===== src/rtl/eval_buffer_pkg.sv =====
`default_nettype none
// ============================================================================
//  Module      : eval_buffer_pkg
//  Description : Shared helpers for the evaluation-fabric elastic buffers:
//                counter/pointer width sizing and circular pointer increment
//                that also works for queue depths that are not powers of two.
//  Revision    : 1.0  initial release
// ============================================================================
package eval_buffer_pkg;

    // Pointers are at least one bit wide, even for a single-entry queue.
    localparam int unsigned c_min_ptr_width = 1;

    // Width needed to hold an occupancy from 0 to depth inclusive.
    function automatic int unsigned count_width(input int unsigned depth);
        return $clog2(depth + 1);
    endfunction

    // Width needed to index depth entries.
    function automatic int unsigned ptr_width(input int unsigned depth);
        return (depth > 1) ? $clog2(depth) : c_min_ptr_width;
    endfunction

    // Advance a circular pointer, wrapping from depth-1 back to 0.
    function automatic int unsigned ptr_inc(input int unsigned ptr, input int unsigned depth);
        return (ptr >= depth - 1) ? 0 : ptr + 1;
    endfunction

endpackage
`default_nettype wire


===== src/rtl/eval_elastic_buffer.sv =====
`default_nettype none
// ============================================================================
//  Module      : eval_elastic_buffer
//  Description : WIDTH-bit, DEPTH-entry circular-queue elastic buffer with
//                valid/ready on both sides. FLOW=1 adds a zero-latency
//                bypass from enqueue to dequeue while the queue is empty.
//  Revision    : 1.0  initial release
// ============================================================================
module eval_elastic_buffer
    import eval_buffer_pkg::*;
#(
    parameter int unsigned WIDTH = 1,
    parameter int unsigned DEPTH = 2,
    parameter int unsigned FLOW  = 0
) (
    input  logic                           clock,
    input  logic                           reset_n,
    input  logic                           enq_valid,
    output logic                           enq_ready,
    input  logic [WIDTH-1:0]               enq_bits,
    output logic                           deq_valid,
    input  logic                           deq_ready,
    output logic [WIDTH-1:0]               deq_bits,
    output logic [count_width(DEPTH)-1:0]  count
);

    localparam int unsigned c_cnt_w = count_width(DEPTH);
    localparam int unsigned c_ptr_w = ptr_width(DEPTH);
    localparam bit          c_flow  = (FLOW != 0);

    logic [WIDTH-1:0]   r_mem [DEPTH];
    logic [c_ptr_w-1:0] r_wr_ptr;
    logic [c_ptr_w-1:0] r_rd_ptr;
    logic [c_cnt_w-1:0] r_count;

    logic w_empty;
    logic w_full;
    logic w_bypass;
    logic w_enq_fire;
    logic w_store;
    logic w_deq_store;

    // Ready depends only on stored occupancy, so there is no path from deq_ready.
    assign w_empty    = (r_count == '0);
    assign w_full     = (r_count == c_cnt_w'(DEPTH));
    assign enq_ready  = !w_full;

    // In FLOW mode an empty queue forwards the producer straight to the consumer.
    assign deq_valid  = !w_empty || (c_flow && enq_valid);
    assign deq_bits   = (c_flow && w_empty) ? enq_bits : r_mem[r_rd_ptr];

    // A bypassed item is consumed in flight and never touches storage.
    assign w_bypass    = c_flow && w_empty && enq_valid && deq_ready;
    assign w_enq_fire  = enq_valid && enq_ready;
    assign w_store     = w_enq_fire && !w_bypass;
    assign w_deq_store = deq_valid && deq_ready && !w_empty;

    assign count = r_count;

    // Payload storage: written on stored enqueues only; contents are not reset.
    always_ff @(posedge clock) begin
        if (w_store) begin
            r_mem[r_wr_ptr] <= enq_bits;
        end
    end

    // Pointer and occupancy bookkeeping; a reset discards everything stored.
    always_ff @(posedge clock) begin
        if (!reset_n) begin
            r_wr_ptr <= '0;
            r_rd_ptr <= '0;
            r_count  <= '0;
        end else begin
            if (w_store) begin
                r_wr_ptr <= c_ptr_w'(ptr_inc(32'(r_wr_ptr), DEPTH));
            end
            if (w_deq_store) begin
                r_rd_ptr <= c_ptr_w'(ptr_inc(32'(r_rd_ptr), DEPTH));
            end
            case ({w_store, w_deq_store})
                2'b10:   r_count <= r_count + 1'b1;
                2'b01:   r_count <= r_count - 1'b1;
                default: r_count <= r_count;
            endcase
        end
    end

endmodule
`default_nettype wire


===== config.mk =====
export PLATFORM = sky130hd
export DESIGN_NAME = eval_elastic_buffer
export DESIGN_NICKNAME = d
export VERILOG_FILES = /design/src/rtl/eval_buffer_pkg.sv /design/src/rtl/eval_elastic_buffer.sv
export SDC_FILE = /design/constraint.sdc
export NUM_CORES = 1
export LEC_CHECK = 0
export ABC_AREA = 1
export CORE_AREA = 2 2 39 41
export CTS_CLUSTER_DIAMETER = 40
export CTS_CLUSTER_SIZE = 40
export DETAILED_ROUTE_END_ITERATION = 8
export DIE_AREA = 0 0 41 43
export GPL_TIMING_DRIVEN = 1
export PLACE_DENSITY_LB_ADDON = 0.1
export SYNTH_ARGS = -nofsm -noshare
export SYNTH_HDL_FRONTEND = slang
export SYNTH_SLANG_ARGS = --single-unit

===== constraint.sdc =====
create_clock -name clock -period 1.35 [get_ports clock]
set_input_delay 0.135 -clock clock [delete_from_list [all_inputs] [get_ports clock]]
set_output_delay 0.135 -clock clock [all_outputs]
set_load 0.05 [all_outputs]

# ---- Word-level counts from Yosys, hierarchy flattened
# Memory sizes are Yosys's and may differ from the RTL's. A register that Yosys moved wholly into a read port is not among the register bits.
# Cells that the tools add are included.
dict set report totals {
  regBits 4
  latch_bits 0
  mem_bits_rw 2
  rom_bits 0
  input_bits 5
  out_inout_bits 5
  wordCells 27
  memories 1
}
# memory words width rd rd_clocked_by_memory_dff wr line
set mem_list {}
lappend mem_list {r_mem 2 1 1 1 1 eval_elastic_buffer.sv:31} ;# logic [WIDTH-1:0] r_mem [DEPTH];
dict set report op_classes {
  add_sub_neg 4
  mul 0
  n_div 0
  magnitude_cmp 2
  eq_ne 3
  n_shift 0
  mux 7
  bitwise 0
  reduce_logical 7
}
# op count
set op_table {}
lappend op_table {{$mux 1} 6}
lappend op_table {{$eq 2x2->1 const B} 2}
lappend op_table {{$pmux 2 s2} 1}
lappend op_table {{$logic_and 1x1->1} 3}
lappend op_table {{$add 1x1->1 const B} 2}
lappend op_table {{$add 2x1->2 const B} 1}
lappend op_table {{$eq 2x1->1 const B} 1}
lappend op_table {{$ge 1x1->1 const B} 2}
lappend op_table {{$logic_not 1->1} 2}
lappend op_table {{$logic_not 2->1} 1}
lappend op_table {{$reduce_bool 2->1} 1}
lappend op_table {{$sub 2x1->2 const B} 1}

# ---- Longest topological paths before layout
# Gate-level depths: netlist of run 1.
dict set report logic_depth {
  depth_word 6
  ltp_mapped 9
  mapped_depth_nobuf 9
}

# ---- Worst setup path after synthesis of run 1
# Ideal clock, no wire load.
dict set report synth_timing {
  path_type {flip-flop to flip-flop}
  startpoint {register r_count[0] (netlist: count[0])}
  endpoint {register r_count[1] (netlist: count[1])}
  setup_time_ns 0.064
  arrival_time_ns 1.743
  t_required_ns 1.286
  setup_slack_ns -0.457
  path_stages_with_launch 10
  path_cell_list {dfxtp_1 > inv_2 > nand2_4 > nand2_4 > ha_1 > inv_1 > nand2_1 > nor2_1 > nor2_1 > nor2_1}
}
dict set report synth_via {
  word_cells_on_any_way 13
  cone_classes {2 x add/sub; 3 x eq/ne; 1 x mux; 7 x reduce/logical}
}
# element line
set synth_rtl {}
lappend synth_rtl {{start, declared} eval_elastic_buffer.sv:34} ;# logic [c_cnt_w-1:0] r_count;
lappend synth_rtl {{start signal, assigned} eval_elastic_buffer.sv:81} ;# 2'b10: r_count <= r_count + 1'b1;
lappend synth_rtl {{start signal, assigned} eval_elastic_buffer.sv:82} ;# 2'b01: r_count <= r_count - 1'b1;
lappend synth_rtl {{start signal, assigned} eval_elastic_buffer.sv:83} ;# default: r_count <= r_count;
lappend synth_rtl {{$eq 2x2->1 *} eval_elastic_buffer.sv:45} ;# assign w_full = (r_count == c_cnt_w'(DEPTH));
lappend synth_rtl {{$logic_not 1->1 *} eval_elastic_buffer.sv:46} ;# assign enq_ready = !w_full;
lappend synth_rtl {{via enq_ready} eval_elastic_buffer.sv:19} ;# output logic enq_ready,
lappend synth_rtl {{$logic_and 1x1->1 *} eval_elastic_buffer.sv:54} ;# assign w_enq_fire = enq_valid && enq_ready;
lappend synth_rtl {{$eq 2x1->1 / $eq 2x2->1 (equally long branches)} eval_elastic_buffer.sv:80} ;# case ({w_store, w_deq_store})
lappend synth_rtl {{$pmux 2 s2 / $reduce_bool 2->1 (equally long branches)} n/a}
# The timed path passes the listed nets; every way through them passes the cells marked *.
# A chain may end at the register's enable or synchronous reset.

# ---- Worst setup path after layout of run 1
dict set report layout_timing {
  startpoint {register r_count[1] (netlist: count[1])}
  endpoint {register r_count[1] (netlist: count[1])}
}
dict set report layout_via {
  elab_chain_cells 6
  word_cells_on_any_way 13
  cone_classes {2 x add/sub; 3 x eq/ne; 1 x mux; 7 x reduce/logical}
}
# element line
set layout_lines {}
lappend layout_lines {{$logic_not 2->1 *} eval_elastic_buffer.sv:44} ;# assign w_empty = (r_count == '0);
lappend layout_lines {{$logic_not 1->1 *} {eval_elastic_buffer.sv:49, eval_elastic_buffer.sv:56}}
lappend layout_lines {{$logic_and 1x1->1} eval_elastic_buffer.sv:56} ;# assign w_deq_store = deq_valid && deq_ready && !w_empty;
lappend layout_lines {{$logic_and 1x1->1 *} eval_elastic_buffer.sv:56}
lappend layout_lines {{via w_deq_store} eval_elastic_buffer.sv:41} ;# logic w_deq_store;
lappend layout_lines {{$eq 2x1->1 / $eq 2x2->1 (equally long branches)} eval_elastic_buffer.sv:80}
lappend layout_lines {{$pmux 2 s2 / $reduce_bool 2->1 (equally long branches)} n/a}
# Marks and branches as above.

==> results.ini, run 1 <==
[drt]
wl_per_cell_um = 10.2
drt_drc_violations_left = 0
via_per_inst = 4.17
routed_wl_um = 701
dr.first_iter.drc_count = 0
num_vias = 288
dr.pass1.iters = 1
final_antenna_net_count = 0

[cts]
post_cts_resize_count = 0
clk_root_buffer_cell = clkbuf_4
clkTransAtPathRegs_ps = 60
clock_latency_ps = 250
holdBufCountCts = 0
numCtsBuffers = 3
cts_buffer_depth = 2
clock_sinks = 7
cts_tree = built
postCtsSetupBuffers = 0
h-tree-depth = 1

[sta]
min_period_ps = 1270
fin_ws_ps = 84.2
grt_setup_unrepaired = no
skew_ps = 2.22
fmax_mhz = 790
setup_viol = 0
finalHoldViolCount = 0
worst_pin_slew_ps = 177
slew_viol_final = 0
finalCritPeriodShare = 0.938
relSlewSlack = 0.882

[critical_path]
cp_slowest_stage_delay_ps = 380
worstPathRequired_ps = 1500
end_kind = register
cp_cell_sequence = o21a_2, ha_4, inv_1, nand2_1, nor2_1, nor2_1, nor2_1
worstPathMaxFanout = 6
start_kind = register
cp_common_cell = nor2_1
path_class = register to register
cp_data_arrival_time_ps = 1410
cpMaxStageDelayCell = dfxtp_4

[floorplan]
floorplan.initialDensity = 0.244
rows = 14
coreArea_sq_mm = 0.00138
die-area_sq_mm = 0.00176
fp.dieH_um = 43
fp.dieW_um = 41
io-pin-count = 10

[synth]
synthTopCellsByArea = dfxtp_1, edfxtp_1, nor2_1
ys_ff_latch = 7
postSynthCellCount = 39
synth.distinct_cells = 17
ys_seq_area_frac = 0.474
synth_largest_area_cell = dfxtp_1
syn_avg_cell_area_sq_um = 8.66
synth_nets = 45
synth_area_sq_um = 338
ys_warn_count = 0
synth.top_cell.area_share = 0.296

[place]
dpl-instance-area_sq_um = 524
place.port_buffers = 9
dp_hpwl_um = 598
pre_cts_ws_ps = -82.8
dp.cells = 65
gp_congestion = 0.587

[power_and_ir_drop]
ir_worst_vdd_mv = 0.787
p_leak_nw = 0.227
powerDensity_mw_per_mm2 = 2070

[worst_hold_path]
min_path_type = input port to register

[cells_and_area]
drive_gt1_frac = 0.396
syn2layout_area_growth_pct = 63.0
final_cell_area_sq_um = 551
final_cells = 69
final_nets = 60
final_common_cell = nor2_1
layout_common_cells = nor2_1, nand2_1, inv_1, clkdlybuf4s50_1, buf_12
diodes = 0

[run]
cap_violations = 0

[grt]
grt_pass1_wl_um = 1190
grtUsageTotal = 0.108
antenna_found_initial = 0
grt_pass1_vias = 299
grt_max_degree = 7
grt-ovfl-total = 0

[run_status]
status = finished, final reports clean

per-layer routing:
layer	GRT usage	vias to the layer above	part of all wire
li1	-	153	-
met1	0.121	125	0.39
met2	0.153	8	0.54
met3	0.0471	2	0.053
met4	0.0800	0	0.017
met5	0	-	0
critical path: cells and delay by family (launching register included):
kind / cells / cell delay (ps)
flops: 1 / 380
fa+ha+maj: 1 / 270
simple gates: 4 / 210
compound gates: 1 / 250
buf+inv: 1 / 40
stage by stage:
step | power (W) | hold slack (ps) | TNS [ps] | util
floorplan | 0.000698 | 234 | 0 | -
global placement | 0.000947 | 472 | -22.3 | 0.379
detailed placement | 0.000961 | 479 | -82.8 | 0.379
CTS | 0.00116 | 496 | 0 | 0.398
global route | 0.00122 | 490 | 0 | 0.398
finish | 0.00114 | 490 | 0 | 0.398
cells in the mapped netlist:
| library cell | instances |
|---|---|
| nor2_4 | 1 |
| mux2_2 | 1 |
| ha_1 | 1 |
| nand4_1 | 1 |
| a21oi_1 | 1 |
| o21ai_0 | 1 |
| nand3_1 | 1 |
| inv_1 | 4 |
| nor2_1 | 8 |
| o21a_2 | 1 |
| nand2_2 | 2 |
| nor2_2 | 1 |
| nand2_4 | 2 |
| edfxtp_1 | 2 |
| nand2_1 | 6 |
| dfxtp_1 | 5 |
| inv_2 | 1 |
cell type report:
cell class	count	area [sq um]
Sequential cell	7	168
Clock buffer	4	26.3
Fill cell	142	833
Inverter	5	21.3
Timing Repair Buffer	10	135
Tap cell	16	20.0
Multi-Input combinational cell	27	180
cells by family after synthesis:
group                    share of synthesized area
multiplexers                                0.0333
AO/OA/AOI/OAI                               0.0555
flip-flops                                   0.474
adder cells (fa/ha/maj)                     0.0370
buffers and inverters                       0.0555
AND/OR/NAND/NOR                              0.344
where the power goes:
group          internal (W)  switching (W)  leakage, nW
combinational      0.000277       0.000336        0.151
clock              0.000113      0.0000811       0.0150
sequential         0.000273      0.0000600       0.0613
path summary, 6_finish.rpt:
| path | from | slack (ps) | cells after the start | end |
|---|---|---|---|---|
| setup reg to reg | count[1] | 80 | 7 | count[1] |
| setup / recovery | count[1] | 80 | 7 | count[1] |
| hold / removal | enq_bits | 490 | 1 | r_mem[1] |
| hold reg to reg | r_rd_ptr | 490 | 2 | r_rd_ptr |
(Power assumes the default switching activity.)
==> run 2, diff against run 1 <==
--- a/config.mk
+++ b/config.mk
@@ -11,6 +11,7 @@
 export CTS_CLUSTER_SIZE = 40
 export DETAILED_ROUTE_END_ITERATION = 8
 export DIE_AREA = 0 0 41 43
+export GPL_ROUTABILITY_DRIVEN = 0
 export GPL_TIMING_DRIVEN = 1
 export PLACE_DENSITY_LB_ADDON = 0.1
 export SYNTH_ARGS = -nofsm -noshare
==> results of run 2 <==
Final layout, timing and power as in run 1 (identical DEF).
